## src/rtl/ecc_harq_tx.sv

```systemverilog
// ecc_harq_tx
// Transmit stage for a NoC link. Appends a check byte to each 32-bit payload
// word to form a 40-bit flit, keeps every sent flit in a replay buffer until it
// is acknowledged, and retransmits go-back-N from the oldest unacknowledged flit
// when the receiver NACKs it. After MAX_RETRY NACKs on the same oldest flit, the
// next NACK drops that flit and pulses o_fail.
//
// Ports
//   i_aclk, i_areset          clock, asynchronous active-high reset
//   i_enable_ecc              1: check byte = {8{^payload}}, 0: check byte = 8'h00
//   i_wvalid/i_wdata/o_wready payload input handshake
//   o_wvalid/o_wdata          flit output, [39:32] check byte, [31:0] payload
//   i_ack/i_nack              one-cycle receiver responses for the oldest flit
//   o_retx                    current output beat is a replay
//   o_fail                    one-cycle pulse when the oldest flit is dropped
//   o_outstanding             number of unacknowledged flits (0..DEPTH)
//
// Optional build macro ECC_HARQ_TX_ERR_INJECT_EN adds i_inj_serr/i_inj_derr.
// These corrupt bit 0 (single) or bits 1:0 (double) of the emitted beat only.
// The replay buffer always holds clean flits.
//
// state  | meaning
// SEND   | accepting new payload, each accepted word is emitted the next cycle
// REPLAY | payload stalled, re-emitting buffer entries rp_ptr .. wr_ptr-1

module ecc_harq_tx #(
    parameter int DEPTH     = 8,
    parameter int MAX_RETRY = 3
) (
    input  logic                     i_aclk,
    input  logic                     i_areset,
    input  logic                     i_enable_ecc,
    input  logic                     i_wvalid,
    input  logic [31:0]              i_wdata,
    output logic                     o_wready,
    output logic                     o_wvalid,
    output logic [39:0]              o_wdata,
    input  logic                     i_ack,
    input  logic                     i_nack,
`ifdef ECC_HARQ_TX_ERR_INJECT_EN
    input  logic                     i_inj_serr,
    input  logic                     i_inj_derr,
`endif
    output logic                     o_retx,
    output logic                     o_fail,
    output logic [$clog2(DEPTH):0]   o_outstanding
);

    localparam int AW = $clog2(DEPTH);
    localparam int CW = AW + 1;
    localparam int RW = (MAX_RETRY < 1) ? 1 : $clog2(MAX_RETRY + 1);
    localparam logic [CW-1:0] DEPTH_C = CW'(DEPTH);
    localparam logic [RW-1:0] MAX_R   = RW'(MAX_RETRY);

    typedef enum logic {ST_SEND, ST_REPLAY} state_t;

    state_t          state;
    logic [39:0]     mem [DEPTH];
    logic [AW-1:0]   wr_ptr;
    logic [AW-1:0]   old_ptr;
    logic [AW-1:0]   rp_ptr;
    logic [RW-1:0]   retry;

    logic            accept;
    logic            ack_eff;
    logic            nack_eff;
    logic            do_retry;
    logic            do_drop;
    logic            replay_beat;
    logic            last_beat;
    logic            beat;
    logic [CW-1:0]   count_a;
    logic [CW-1:0]   count_n;
    logic [AW-1:0]   old_a;
    logic [AW-1:0]   rp_eff;
    logic [RW-1:0]   retry_a;
    logic [39:0]     flit_in;
    logic [39:0]     beat_data;
    logic [39:0]     out_data;

    assign o_wready = !i_areset && (state == ST_SEND) && (o_outstanding < DEPTH_C);

    // The ACK is resolved first. The NACK is then judged against the flit that
    // is oldest after that ACK.
    always_comb begin
        accept      = i_wvalid && o_wready;
        ack_eff     = i_ack && (o_outstanding != '0);
        count_a     = o_outstanding - CW'(ack_eff);
        old_a       = old_ptr + AW'(ack_eff);
        retry_a     = ack_eff ? '0 : retry;
        nack_eff    = i_nack && (count_a != '0);
        do_retry    = nack_eff && (retry_a < MAX_R);
        do_drop     = nack_eff && !do_retry;
        count_n     = count_a + CW'(accept) - CW'(do_drop);
        flit_in     = {(i_enable_ecc ? {8{^i_wdata}} : 8'h00), i_wdata};
        // An ACK for the entry under the replay cursor skips that entry.
        rp_eff      = (ack_eff && (rp_ptr == old_ptr)) ? rp_ptr + AW'(1) : rp_ptr;
        replay_beat = (state == ST_REPLAY) && (count_a != '0);
        last_beat   = (rp_eff == wr_ptr - AW'(1));
        beat        = accept || replay_beat;
        beat_data   = accept ? flit_in : mem[rp_eff];
`ifdef ECC_HARQ_TX_ERR_INJECT_EN
        out_data    = beat_data ^ {38'b0, i_inj_derr, i_inj_serr | i_inj_derr};
`else
        out_data    = beat_data;
`endif
    end

    // The buffer has no reset. An entry is only read after it has been written.
    always_ff @(posedge i_aclk) begin
        if (accept) begin
            mem[wr_ptr] <= flit_in;
        end
    end

    always_ff @(posedge i_aclk or posedge i_areset) begin
        if (i_areset) begin
            state         <= ST_SEND;
            wr_ptr        <= '0;
            old_ptr       <= '0;
            rp_ptr        <= '0;
            retry         <= '0;
            o_outstanding <= '0;
            o_wvalid      <= 1'b0;
            o_wdata       <= 40'h0;
            o_retx        <= 1'b0;
            o_fail        <= 1'b0;
        end else begin
            o_wvalid      <= beat;
            o_retx        <= replay_beat;
            o_fail        <= do_drop;
            if (beat) begin
                o_wdata <= out_data;
            end
            if (accept) begin
                wr_ptr <= wr_ptr + AW'(1);
            end
            o_outstanding <= count_n;
            old_ptr       <= old_a + AW'(do_drop);

            if (do_retry) begin
                retry <= retry_a + RW'(1);
            end else if (do_drop) begin
                retry <= '0;
            end else begin
                retry <= retry_a;
            end

            if (state == ST_REPLAY) begin
                if (count_a == '0) begin
                    state <= ST_SEND;
                end else begin
                    rp_ptr <= rp_eff + AW'(1);
                    if (last_beat) begin
                        state <= ST_SEND;
                    end
                end
            end

            // A NACK overrides the cursor and state chosen above.
            if (do_retry) begin
                rp_ptr <= old_a;
                state  <= ST_REPLAY;
            end else if (do_drop) begin
                if (count_n != '0) begin
                    rp_ptr <= old_a + AW'(1);
                    state  <= ST_REPLAY;
                end else begin
                    state  <= ST_SEND;
                end
            end
        end
    end

endmodule

```

## config.mk

```make
export PLATFORM = sky130hd
export DESIGN_NAME = ecc_harq_tx
export DESIGN_NICKNAME = d
export VERILOG_FILES = /design/src/rtl/ecc_harq_tx.sv
export SDC_FILE = /design/constraint.sdc
export NUM_CORES = 1
export LEC_CHECK = 0
export CELL_PAD_IN_SITES_DETAIL_PLACEMENT = 1
export CELL_PAD_IN_SITES_GLOBAL_PLACEMENT = 1
export CORE_MARGIN = 1.5
export CORE_UTILIZATION = 35
export DETAILED_ROUTE_END_ITERATION = 10
export GPL_ROUTABILITY_DRIVEN = 0
export PLACE_DENSITY_LB_ADDON = 0.1
export SYNTH_ARGS = -nofsm -noshare
export SYNTH_HDL_FRONTEND = slang
export SYNTH_SLANG_ARGS = --single-unit
```

## constraint.sdc

```tcl
create_clock -name i_aclk -period 5.05 [get_ports i_aclk]
set_input_delay 1.2625 -clock i_aclk [delete_from_list [all_inputs] [get_ports i_aclk]]
set_output_delay 1.2625 -clock i_aclk [all_outputs]
set_load 0.1 [all_outputs]
```

==> metrics.md, run 1 <==
| Metric | Value |
|---|---|
| Post-route ant nets | `0` |
| Max Cap Violations | `0` |
| Core ar. | `43400 um2` |
| Root Driver | `clkbuf_16` |
| Ys async rst share | `0.165` |
| Leak | `6.67 nW` |
| Synth cell types | `43` |
| Status | `completed` |
| Total global routing overflow | `0` |
| Vias in the first global route | `9563` |
| Met3 Resource Use GR | `0.0253` |
| Critical path cell sequence | `clkdlybuf4s50_1, o41ai_4, inv_1, ha_1, ha_1, xnor2_1, ha_1, nand3_1, and2_1, nand2_1, inv_1, ha_1, inv_1, ha_1, inv_1, fa_1, inv_1, nor3_1, a21o_1, o21ai_0, a21oi_1, nand2_1` |
| Initial antenna violation count | `0` |
| # hold bufs at CTS | `0` |
| HPWL after detailed placement | `22.8 mm` |
| Crit path launch | `i_ack` |
| CP endpoint kind | `flip-flop` |
| Tot GR Track Use | `0.185` |
| Top post-synthesis cells by area | `edfxtp_1 (51%), mux2i_1 (17%), mux4_2 (9.6%)` |
| Hold_sp | `retry[1]` |
| NumNets Final | `1118` |
| GR peak layer | `met2` |
| Clk sink count | `316` |
| Cell Rows | `76` |
| Met2 usage | `0.320` |
| Fin area | `18500 um2` |
| Clock slew at reported path FFs | `0.06 ns` |
| Worst EP arrival | `4.94 ns` |
| Fin. max-slew vios | `0` |
| YS warnings | `0` |
| DR DRC count | `0` |
| Die X | `213 um` |
| Ys flop type | `edfxtp_1` |
| Worst Path Class, Setup | `in2reg` |
| Fin crit period | `4.51 ns` |
| Worst VDD drop | `0.470 mV` |
| Router iterations before antenna repair | `4` |
| Fraction of layout cells with a size suffix above 1 | `0.164` |
| Total Power | `12.7 mW` |
| Initial DRC count | `255` |
| Hold Path Class | `reg2reg` |
| Initial Util | `0.357` |
| Number of synthesized register bits | `316` |
| Post-synth EDFFs | `264` |
| Unrepaired setup endpoints after global routing | `false` |
| Synthesized instance count | `971` |
| Port Buffers | `85` |
| Slew headroom | `0.247` |
| Worst Path Required | `5.48 ns` |
| Post-placement cell count | `1608` |
| Setup violators final | `0` |
| Fin. Hold Viols | `0` |
| Synth area leader | `edfxtp_1` |
| Sum of negative setup slack | `0 ns` |
| Top-count cell post-synth | `edfxtp_1` |
| # diodes | `0` |
| Final wirelength | `40.4 mm` |
| Post-detailed-route via-to-cell ratio | `5.26` |
| Final worst clock skew | `0.0222 ns` |
| I/O Pins | `86` |
| Crit path max fanout | `6` |
| Cts repair resizes | `0` |
| Post-synth net total | `1027` |
| Clock Path Buffers | `3` |
| FMAX | `222 MHz` |
| R2R depth | `21` |
| Synth cell count leaders | `edfxtp_1 (264), mux2i_1 (259), mux4_2 (66), dfrtp_1 (52), clkbuf_1 (41)` |
| Total die area | `45600 um2` |
| Syn avg cell area | `16.0 um2` |
| Largest net degree at the start of global routing | `60` |
| Synth top area share | `0.512` |
| Cell Area, Synth | `15500 um2` |
| Post-DP Area | `17300 um2` |
| Worst Tran Pin Value | `1.13 ns` |
| Reg2reg start | `o_outstanding[3]` |
| Pwr Density | `684 nW/um2` |
| Via count | `8818` |
| Final Cycle Share | `0.894` |
| Worst Setup Start Kind | `input pin` |
| Sequential area share after synthesis | `0.596` |
| Hold slack | `0.600 ns` |
| Wire length of the first global-routing pass | `61.4 mm` |
| Met1 Use GR | `0.243` |
| H-tree depth | `2` |
| Hold Path Depth | `3` |
| Chip height | `213 um` |
| Area Growth Syn to Fin | `19.4%` |
| Postcts setup bufs | `0` |
| Max incr delay on CP | `0.47 ns` |
| CTS tree | `yes` |
| Clock buffer count from CTS | `37` |
| Wire length per cell | `24.1 um` |
| Crit-path slowest cell | `fa_1` |
| Non-Filler Instances | `1676` |
| Worst skew pair latency | `0.55 ns` |
==> state kept, by name, summed over array words and instances (netlist names), 2 cells and up <==
| name | cells |
|---|---|
| rp_ptr | 3 |
| o_wdata | 33 |
| old_ptr | 3 |
| o_outstanding | 4 |
| mem | 264 |
| wr_ptr | 3 |
| retry | 2 |
==> metrics by stage <==
step                      utilization  setup slack [ns]
after CTS                       0.427             0.547
after global placement          0.398            0.0365
after detailed placement        0.398           -0.0315
final                           0.427             0.537
after floorplan                     -            -0.337
after global routing            0.427             0.159
==> worst max-delay path: cells and delay by family <==
| family | cells | cell delay [ns] |
|---|---|---|
| buffers and inverters | 6 | 0.77 |
| and+or+nand+nor | 5 | 0.65 |
| xor gates and xnor gates | 1 | 0.18 |
| adders and majority gates | 6 | 1.48 |
| AOI/OAI and AO/OA | 4 | 0.58 |
==> cell families after synthesis <==
kind of cell | after synthesis | synth area share
buffers and inverters | 86 | 0.0264
XOR/XNOR | 51 | 0.0298
adder cells (fa/ha/maj) | 18 | 0.0150
AO/OA/AOI/OAI | 119 | 0.0520
flip-flops | 316 | 0.596
AND/OR/NAND/NOR | 56 | 0.0181
multiplexers | 325 | 0.263
==> per-layer routing <==
metal,routed length (um),vias to the layer above
met4,657,0
li1,-,3994
met2,20500,141
met3,1320,43
met5,0,-
met1,17900,4640
==> where the power goes <==
group	switching, mW	internal [mW]	total [mW]
Clock	1.07	1.64	2.71
Combinational	3.86	2.57	6.43
Sequential	0.385	3.14	3.52
==> layout by cell type, fill, tap and decap left out, types with 4 or more instances in the layout <==
| master | instances |
|---|---|
| nand2_1 | 22 |
| mux2i_1 | 259 |
| ha_1 | 16 |
| nor2_4 | 4 |
| and2_1 | 4 |
| dfrtp_1 | 50 |
| inv_1 | 15 |
| nor3_4 | 4 |
| clkinv_2 | 8 |
| a22oi_1 | 32 |
| buf_4 | 24 |
| clkbuf_16 | 39 |
| clkinv_1 | 4 |
| mux4_2 | 66 |
| o21bai_1 | 32 |
| buf_12 | 12 |
| xnor2_1 | 39 |
| o21ai_0 | 33 |
| o21ai_1 | 8 |
| clkbuf_1 | 9 |
| clkdlybuf4s50_1 | 84 |
| edfxtp_1 | 264 |
| xor2_1 | 10 |
| clkbuf_8 | 5 |
==> worst paths after layout <==
check / endpoint / slack, ns
max: rp_ptr[2] / 0.54
max reg2reg: rp_ptr[2] / 0.94
min in group asynchronous: o_outstanding[0] / 1.34
min: retry[1] / 0.60
max in group asynchronous: o_wdata[30] / 2.75
min reg2reg: retry[1] / 0.60
==> cell type report <==
| type | count | area, um2 |
|---|---|---|
| Clock buffer | 53 | 1080 |
| Clock inverter | 15 | 150 |
| Fill cell | 4285 | 24900 |
| Inverter | 18 | 67.6 |
| Multi-Input combinational cell | 569 | 5970 |
| Sequential cell | 316 | 9240 |
| Tap cell | 585 | 732 |
| Timing Repair Buffer | 120 | 1260 |
Power figures use the tool's default switching activity.
==> run 2: changes to the inputs <==
--- a/config.mk
+++ b/config.mk
@@ -5,6 +5,7 @@
 export SDC_FILE = /design/constraint.sdc
 export NUM_CORES = 1
 export LEC_CHECK = 0
+export CAP_MARGIN = 5
 export CELL_PAD_IN_SITES_DETAIL_PLACEMENT = 1
 export CELL_PAD_IN_SITES_GLOBAL_PLACEMENT = 1
 export CORE_MARGIN = 1.5
==> results of run 2 <==
The final DEF is identical to that of run 1; final timing and power are the same.
